[config.mk]
export PLATFORM = sky130hd
export DESIGN_NAME = score_bcd_feeder_flat
export DESIGN_NICKNAME = d
export VERILOG_FILES = /design/src/rtl/score_bcd_feeder_if.sv /design/src/rtl/score_bcd_feeder.sv /design/src/flat_wrapper.sv
export SDC_FILE = /design/constraint.sdc
export NUM_CORES = 1
export LEC_CHECK = 0
export CAP_MARGIN = 20
export CELL_PAD_IN_SITES_DETAIL_PLACEMENT = 1
export CELL_PAD_IN_SITES_GLOBAL_PLACEMENT = 1
export CORE_MARGIN = 2
export CORE_UTILIZATION = 43
export CTS_CLUSTER_SIZE = 14
export DETAILED_ROUTE_END_ITERATION = 7
export GPL_ROUTABILITY_DRIVEN = 1
export GPL_TIMING_DRIVEN = 0
export PLACE_DENSITY = 0.8
export SYNTH_ARGS = -nofsm -noshare
export SYNTH_HDL_FRONTEND = slang
export SYNTH_SLANG_ARGS = --single-unit
[constraint.sdc]
create_clock -name clk -period 3.4 [get_ports clk]
set_input_delay 0.34 -clock clk [delete_from_list [all_inputs] [get_ports clk]]
set_output_delay 0.34 -clock clk [all_outputs]
set_load 0.01 [all_outputs]
[src/rtl/score_bcd_feeder_if.sv]
// Handshake bundle between the score feeder and its driver.
// The display multiplexer side also reads from this bundle.
interface score_bcd_feeder_if;
  logic       score_add;
  logic [1:0] add_pts;
  logic       clr;
  logic       scan_en;
  logic [3:0] d1;
  logic [3:0] d0;
  logic [6:0] score_bin;
  logic       busy;

  modport master (output score_add, add_pts, clr,
                  input  scan_en, d1, d0, score_bin, busy);
  modport slave  (input  score_add, add_pts, clr,
                  output scan_en, d1, d0, score_bin, busy);
endinterface

[src/rtl/score_bcd_feeder.sv]
// Saturating score accumulator with a sequential double-dabble BCD converter.
// Also produces the display scan tick.
module score_bcd_feeder #(
  parameter int CLK_HZ    = 100_000_000,
  parameter int SCAN_HZ   = 4_000,
  parameter int MAX_SCORE = 99
) (
  input  logic               clk,
  input  logic               rst,
  score_bcd_feeder_if.slave  bus
);

  localparam int DIV = CLK_HZ / SCAN_HZ;
  localparam int CW  = (DIV > 1) ? $clog2(DIV) : 1;

  localparam logic [1:0] S_IDLE  = 2'd0;
  localparam logic [1:0] S_SHIFT = 2'd1;
  localparam logic [1:0] S_DONE  = 2'd2;

  localparam logic [6:0] MAX7 = 7'(MAX_SCORE);

  logic [6:0]    score;
  logic [6:0]    score_nxt;
  logic [7:0]    sum;
  logic          changed;
  logic          dirty;
  logic [1:0]    state;
  logic [14:0]   shreg;
  logic [14:0]   adj;
  logic [2:0]    iter;
  logic [3:0]    d1_q, d0_q;
  logic          busy_q;
  logic [CW-1:0] cnt;

  // Sum is 8 bits wide so 99+3 cannot wrap before the saturation compare.
  always_comb begin
    sum       = {1'b0, score} + {6'b0, bus.add_pts};
    score_nxt = score;
    if (bus.clr)
      score_nxt = '0;
    else if (bus.score_add)
      score_nxt = (sum > {1'b0, MAX7}) ? MAX7 : sum[6:0];
    changed = (score_nxt != score);
  end

  always_comb begin
    adj = shreg;
    if (shreg[14:11] >= 4'd5) adj[14:11] = shreg[14:11] + 4'd3;
    if (shreg[10:7]  >= 4'd5) adj[10:7]  = shreg[10:7]  + 4'd3;
  end

  always_ff @(posedge clk) begin
    if (rst) begin
      score  <= '0;
      dirty  <= 1'b0;
      state  <= S_IDLE;
      shreg  <= '0;
      iter   <= '0;
      d1_q   <= '0;
      d0_q   <= '0;
      busy_q <= 1'b0;
    end else begin
      score <= score_nxt;
      // A new change wins over the clear that accompanies a load.
      dirty <= changed || (dirty && state != S_IDLE);
      case (state)
        S_IDLE: if (dirty) begin
          shreg  <= {8'b0, score};
          iter   <= '0;
          state  <= S_SHIFT;
          busy_q <= 1'b1;
        end
        S_SHIFT: begin
          shreg <= adj << 1;
          iter  <= iter + 3'd1;
          if (iter == 3'd6) state <= S_DONE;
        end
        S_DONE: begin
          // Result already stale: skip the latch and reconvert, keeping busy high.
          if (!dirty) begin
            d1_q   <= shreg[14:11];
            d0_q   <= shreg[10:7];
            busy_q <= 1'b0;
          end
          state <= S_IDLE;
        end
        default: state <= S_IDLE;
      endcase
    end
  end

  always_ff @(posedge clk) begin
    if (rst)                      cnt <= '0;
    else if (cnt == CW'(DIV - 1)) cnt <= '0;
    else                          cnt <= cnt + 1'b1;
  end

  assign bus.scan_en   = (cnt == CW'(DIV - 1));
  assign bus.d1        = d1_q;
  assign bus.d0        = d0_q;
  assign bus.score_bin = score;
  assign bus.busy      = busy_q;

endmodule

[src/flat_wrapper.sv]
// flat-port wrapper written by rule: the top's interface ports become plain ports
module score_bcd_feeder_flat 
#(
  parameter int CLK_HZ    = 100_000_000,
  parameter int SCAN_HZ   = 4_000,
  parameter int MAX_SCORE = 99
)
  (clk, rst, bus_score_add, bus_add_pts, bus_clr, bus_scan_en, bus_d1, bus_d0, bus_score_bin, bus_busy);
  score_bcd_feeder_if bus_i ();
  input  logic clk;
  input  logic rst;
  input wire logic [$bits(bus_i.score_add)-1:0] bus_score_add;
  input wire logic [$bits(bus_i.add_pts)-1:0] bus_add_pts;
  input wire logic [$bits(bus_i.clr)-1:0] bus_clr;
  output wire logic [$bits(bus_i.scan_en)-1:0] bus_scan_en;
  output wire logic [$bits(bus_i.d1)-1:0] bus_d1;
  output wire logic [$bits(bus_i.d0)-1:0] bus_d0;
  output wire logic [$bits(bus_i.score_bin)-1:0] bus_score_bin;
  output wire logic [$bits(bus_i.busy)-1:0] bus_busy;
  assign bus_i.score_add = bus_score_add;
  assign bus_i.add_pts = bus_add_pts;
  assign bus_i.clr = bus_clr;
  assign bus_scan_en = bus_i.scan_en;
  assign bus_d1 = bus_i.d1;
  assign bus_d0 = bus_i.d0;
  assign bus_score_bin = bus_i.score_bin;
  assign bus_busy = bus_i.busy;
  score_bcd_feeder #(.CLK_HZ(CLK_HZ), .SCAN_HZ(SCAN_HZ), .MAX_SCORE(MAX_SCORE)) u_core (.clk(clk), .rst(rst), .bus(bus_i));
endmodule
==> summary.txt <==
Initial DRC Count: 61
I/O pins: 23
Worst rel slew slack: 64.58%
Req. time, crit path: 3.59 ns
Initial antenna violation count: 0
Vias per inst: 5.498
First-pass GRT wire length: 12,300 um
Ant diodes: 0
Number of cells produced by synthesis: 349
GR Overflow Total: 0
Post-synth EDFFs: 0
Total Wirelength: 6954 um
Starting Density: 45.22%
Worst hold slack: 0.4508 ns
Num CTS Buffers: 5
Min-delay src: u_core.cnt[0]
Fin nets: 392
Largest net degree at the start of global routing: 17
Vias in the first global route: 2,618
Distinct cells, synth: 56
Setup bufs post-CTS: 0
Fin crit period: 2.935 ns
Routed Antenna Nets: 0
Via total after detailed routing: 2,485
Worst skew pair latency: 0.31 ns
LEAKAGE: 1.087 nW
Std-Cell Core Area: 5991 um^2
Cts repair resizes: 0
Clock power frac: 32.1%
Average wire per standard cell: 15.38 um
Final Hold Viols: 0
Placement Rows: 28
Critical path launch point type: register
Switching Share: 27.75%
Fraction of registers with async set/reset: 0%
Max Clk Rate: 0.3407 GHz
Clock sink total: 52
Post-synthesis sequential area ratio: 38.43%
Worst r2r dst: u_core.dirty
Syn nets: 365
Die W: 83.37 um
Post-DP HPWL: 5151 um
Worst reg2reg startpoint: u_core.bus.score_bin[0]
Fin Setup TNS: 0 ns
Maximum fanout along the worst path: 8
# fillers: 763
Layout cells sized above 1: 6.366%
Finish-stage setup viols: 0
CTS clk-pin slew, worst paths: 0.10 ns
Worst reg2reg path depth: 8
Synth Cell Area: 2709 um^2
Crit path arrival time: 3.13 ns
VDD IR max: 0.0002259 V
# hold bufs at CTS: 0
CP Class: register to register
Die area: 6951 um^2
GRT Util Overall: 21.24%
Root Driver: clkbuf_8
Max Root-Sink Buffers: 2
Main synth FF type: dfxtp_1
Status: complete, no violations
CTS H-tree depth: 2
Origin of the worst setup path: u_core.bus.score_bin[0]
Number of remaining DRC errors: 0
Avg Inst Size Synth: 7.762 um^2
Die Height: 83.37 um
Count of input and output buffers: 20
Seq pwr share: 54.7%
Area growth syn-to-layout: 14.41%
Final Max Tran Viols: 0
Fin crit share: 86.33%
Clock skew: 0.008709 ns
HP Class: register to register
Worst Max-Slew Pin Slew: 0.5273 ns
R2R Setup Slk: 0.46 ns
Max-cap viol count: 0
RSZ-0062 raised after global routing: false
Yosys warnings: 0
Internal Power: 0.8588 mW
DRT Pass-1 Iters: 4
Gpl congestion: 0.8756
Combinational power share: 13.2%
CP Capture Type: register
NetSw: 0.3299 mW
Synthesis-stage register bit count: 52
Power per cell area: 383.5 nW/um^2
TritonCTS clock tree: built
CP endpoint: u_core.dirty
Total power: 1.189 mW
## worst min path at each step
stage,end,slack (ns),cells past startpoint
floorplan,u_core.cnt[0],0.42,1
global placement,u_core.cnt[0],0.43,1
detailed placement,u_core.cnt[0],0.44,1
CTS,u_core.cnt[0],0.46,1
global route,u_core.cnt[0],0.48,1
finish,u_core.cnt[0],0.45,1
## layout by cell type (no fill, tap or decap), drive strengths merged, types with 8 or more instances in the layout
cell type,instances
clkbuf,20
nor3,14
nor2,62
o21ai,18
nand3,10
nor2b,11
nand2,35
inv,11
clkdlybuf4s50,20
xor2,8
dfxtp,52
a21oi,32
ha,9
## power groups by stage
stage	Combinational (mW)	Clock, mW	Sequential [mW]
after floorplan	0.110	0	0.661
after global placement	0.150	0	0.663
after detailed placement	0.156	0	0.664
after CTS	0.159	0.391	0.650
after global routing	0.179	0.421	0.654
final	0.157	0.381	0.650
## per-stage QoR
step | area, um^2 | std cells | util [%] | setup WS (ns)
floorplan | 2709 | 349 | - | 0.7497
global placement | 3003 | 444 | 50.13 | 0.2196
detailed placement | 3003 | 444 | 50.13 | 0.1691
CTS | 3099 | 452 | 51.73 | 0.4815
global route | 3099 | 452 | 51.73 | 0.2738
finish | 3099 | 452 | 51.73 | 0.4648
## critical path: stages (launching register included)
cell      delay, ns
dfxtp_1        0.39
ha_1           0.27
fa_1           0.51
or3_1          0.40
a21oi_1        0.21
nor3_1         0.14
a21oi_4        0.25
a221oi_2       0.11
or4_1          0.54
## cell type report
| type | count | area [um^2] | area share (%) |
|---|---|---|---|
| multi-input combinational | 268 | 1546 | 49.90 |
| sequential | 52 | 1041 | 33.59 |
| timing repair buffer | 20 | 200.2 | 6.459 |
| tap | 75 | 93.84 | 3.028 |
| buffer | 19 | 83.83 | 2.705 |
| clock buffer | 6 | 82.58 | 2.665 |
| inverter | 10 | 37.54 | 1.211 |
| clock inverter | 2 | 13.76 | 0.4441 |
## flip-flops by register name (all words and copies together), names as in the netlist
signal	count
u_core.cnt	15
u_core.shreg	15
u_core.bus.score_bin	7
u_core.bus.d0	4
u_core.bus.d1	4
u_core.iter	3
u_core.state	2
u_core.bus.busy	1
u_core.dirty	1
## cells in the mapped netlist (2+ instances only)
cell type	n	area [um^2]
nor2_1	62	232.7
dfxtp_1	52	1041
nand2_1	34	127.6
a21oi_1	30	150.1
o21ai_0	17	85.08
clkbuf_1	14	52.55
nor3_1	14	70.07
nor2b_1	11	68.82
ha_1	9	112.6
inv_1	9	33.78
nand3_1	9	45.04
xor2_1	8	70.07
nand2b_1	7	43.79
a22oi_1	6	45.04
xnor2_1	6	52.55
a31oi_1	5	31.28
or3_1	5	31.28
and3_1	4	25.02
a21boi_0	3	22.52
buf_4	3	22.52
nor4_1	3	18.77
nand3b_1	2	15.01
nor3b_1	2	15.01
or2_2	2	12.51
## cell families after synthesis
family                     share of synthesized area, %
AOI/OAI and AO/OA                                 17.78
xor gates and xnor gates                          4.527
buffers and inverters                             4.480
DFF                                               38.43
adders and majority gates                         4.896
muxes                                            0.7852
and+or+nand+nor                                   29.10
## per-layer routing
layer | vias to the layer above | track usage, % | part of all wire, %
li1 | 1254 | - | -
met1 | 1194 | 27.26 | 49
met2 | 25 | 35.85 | 48
met3 | 12 | 3.976 | 2.0
met4 | 0 | 7.004 | 1.7
met5 | - | 0 | 0
Power figures use the tool's default switching activity.
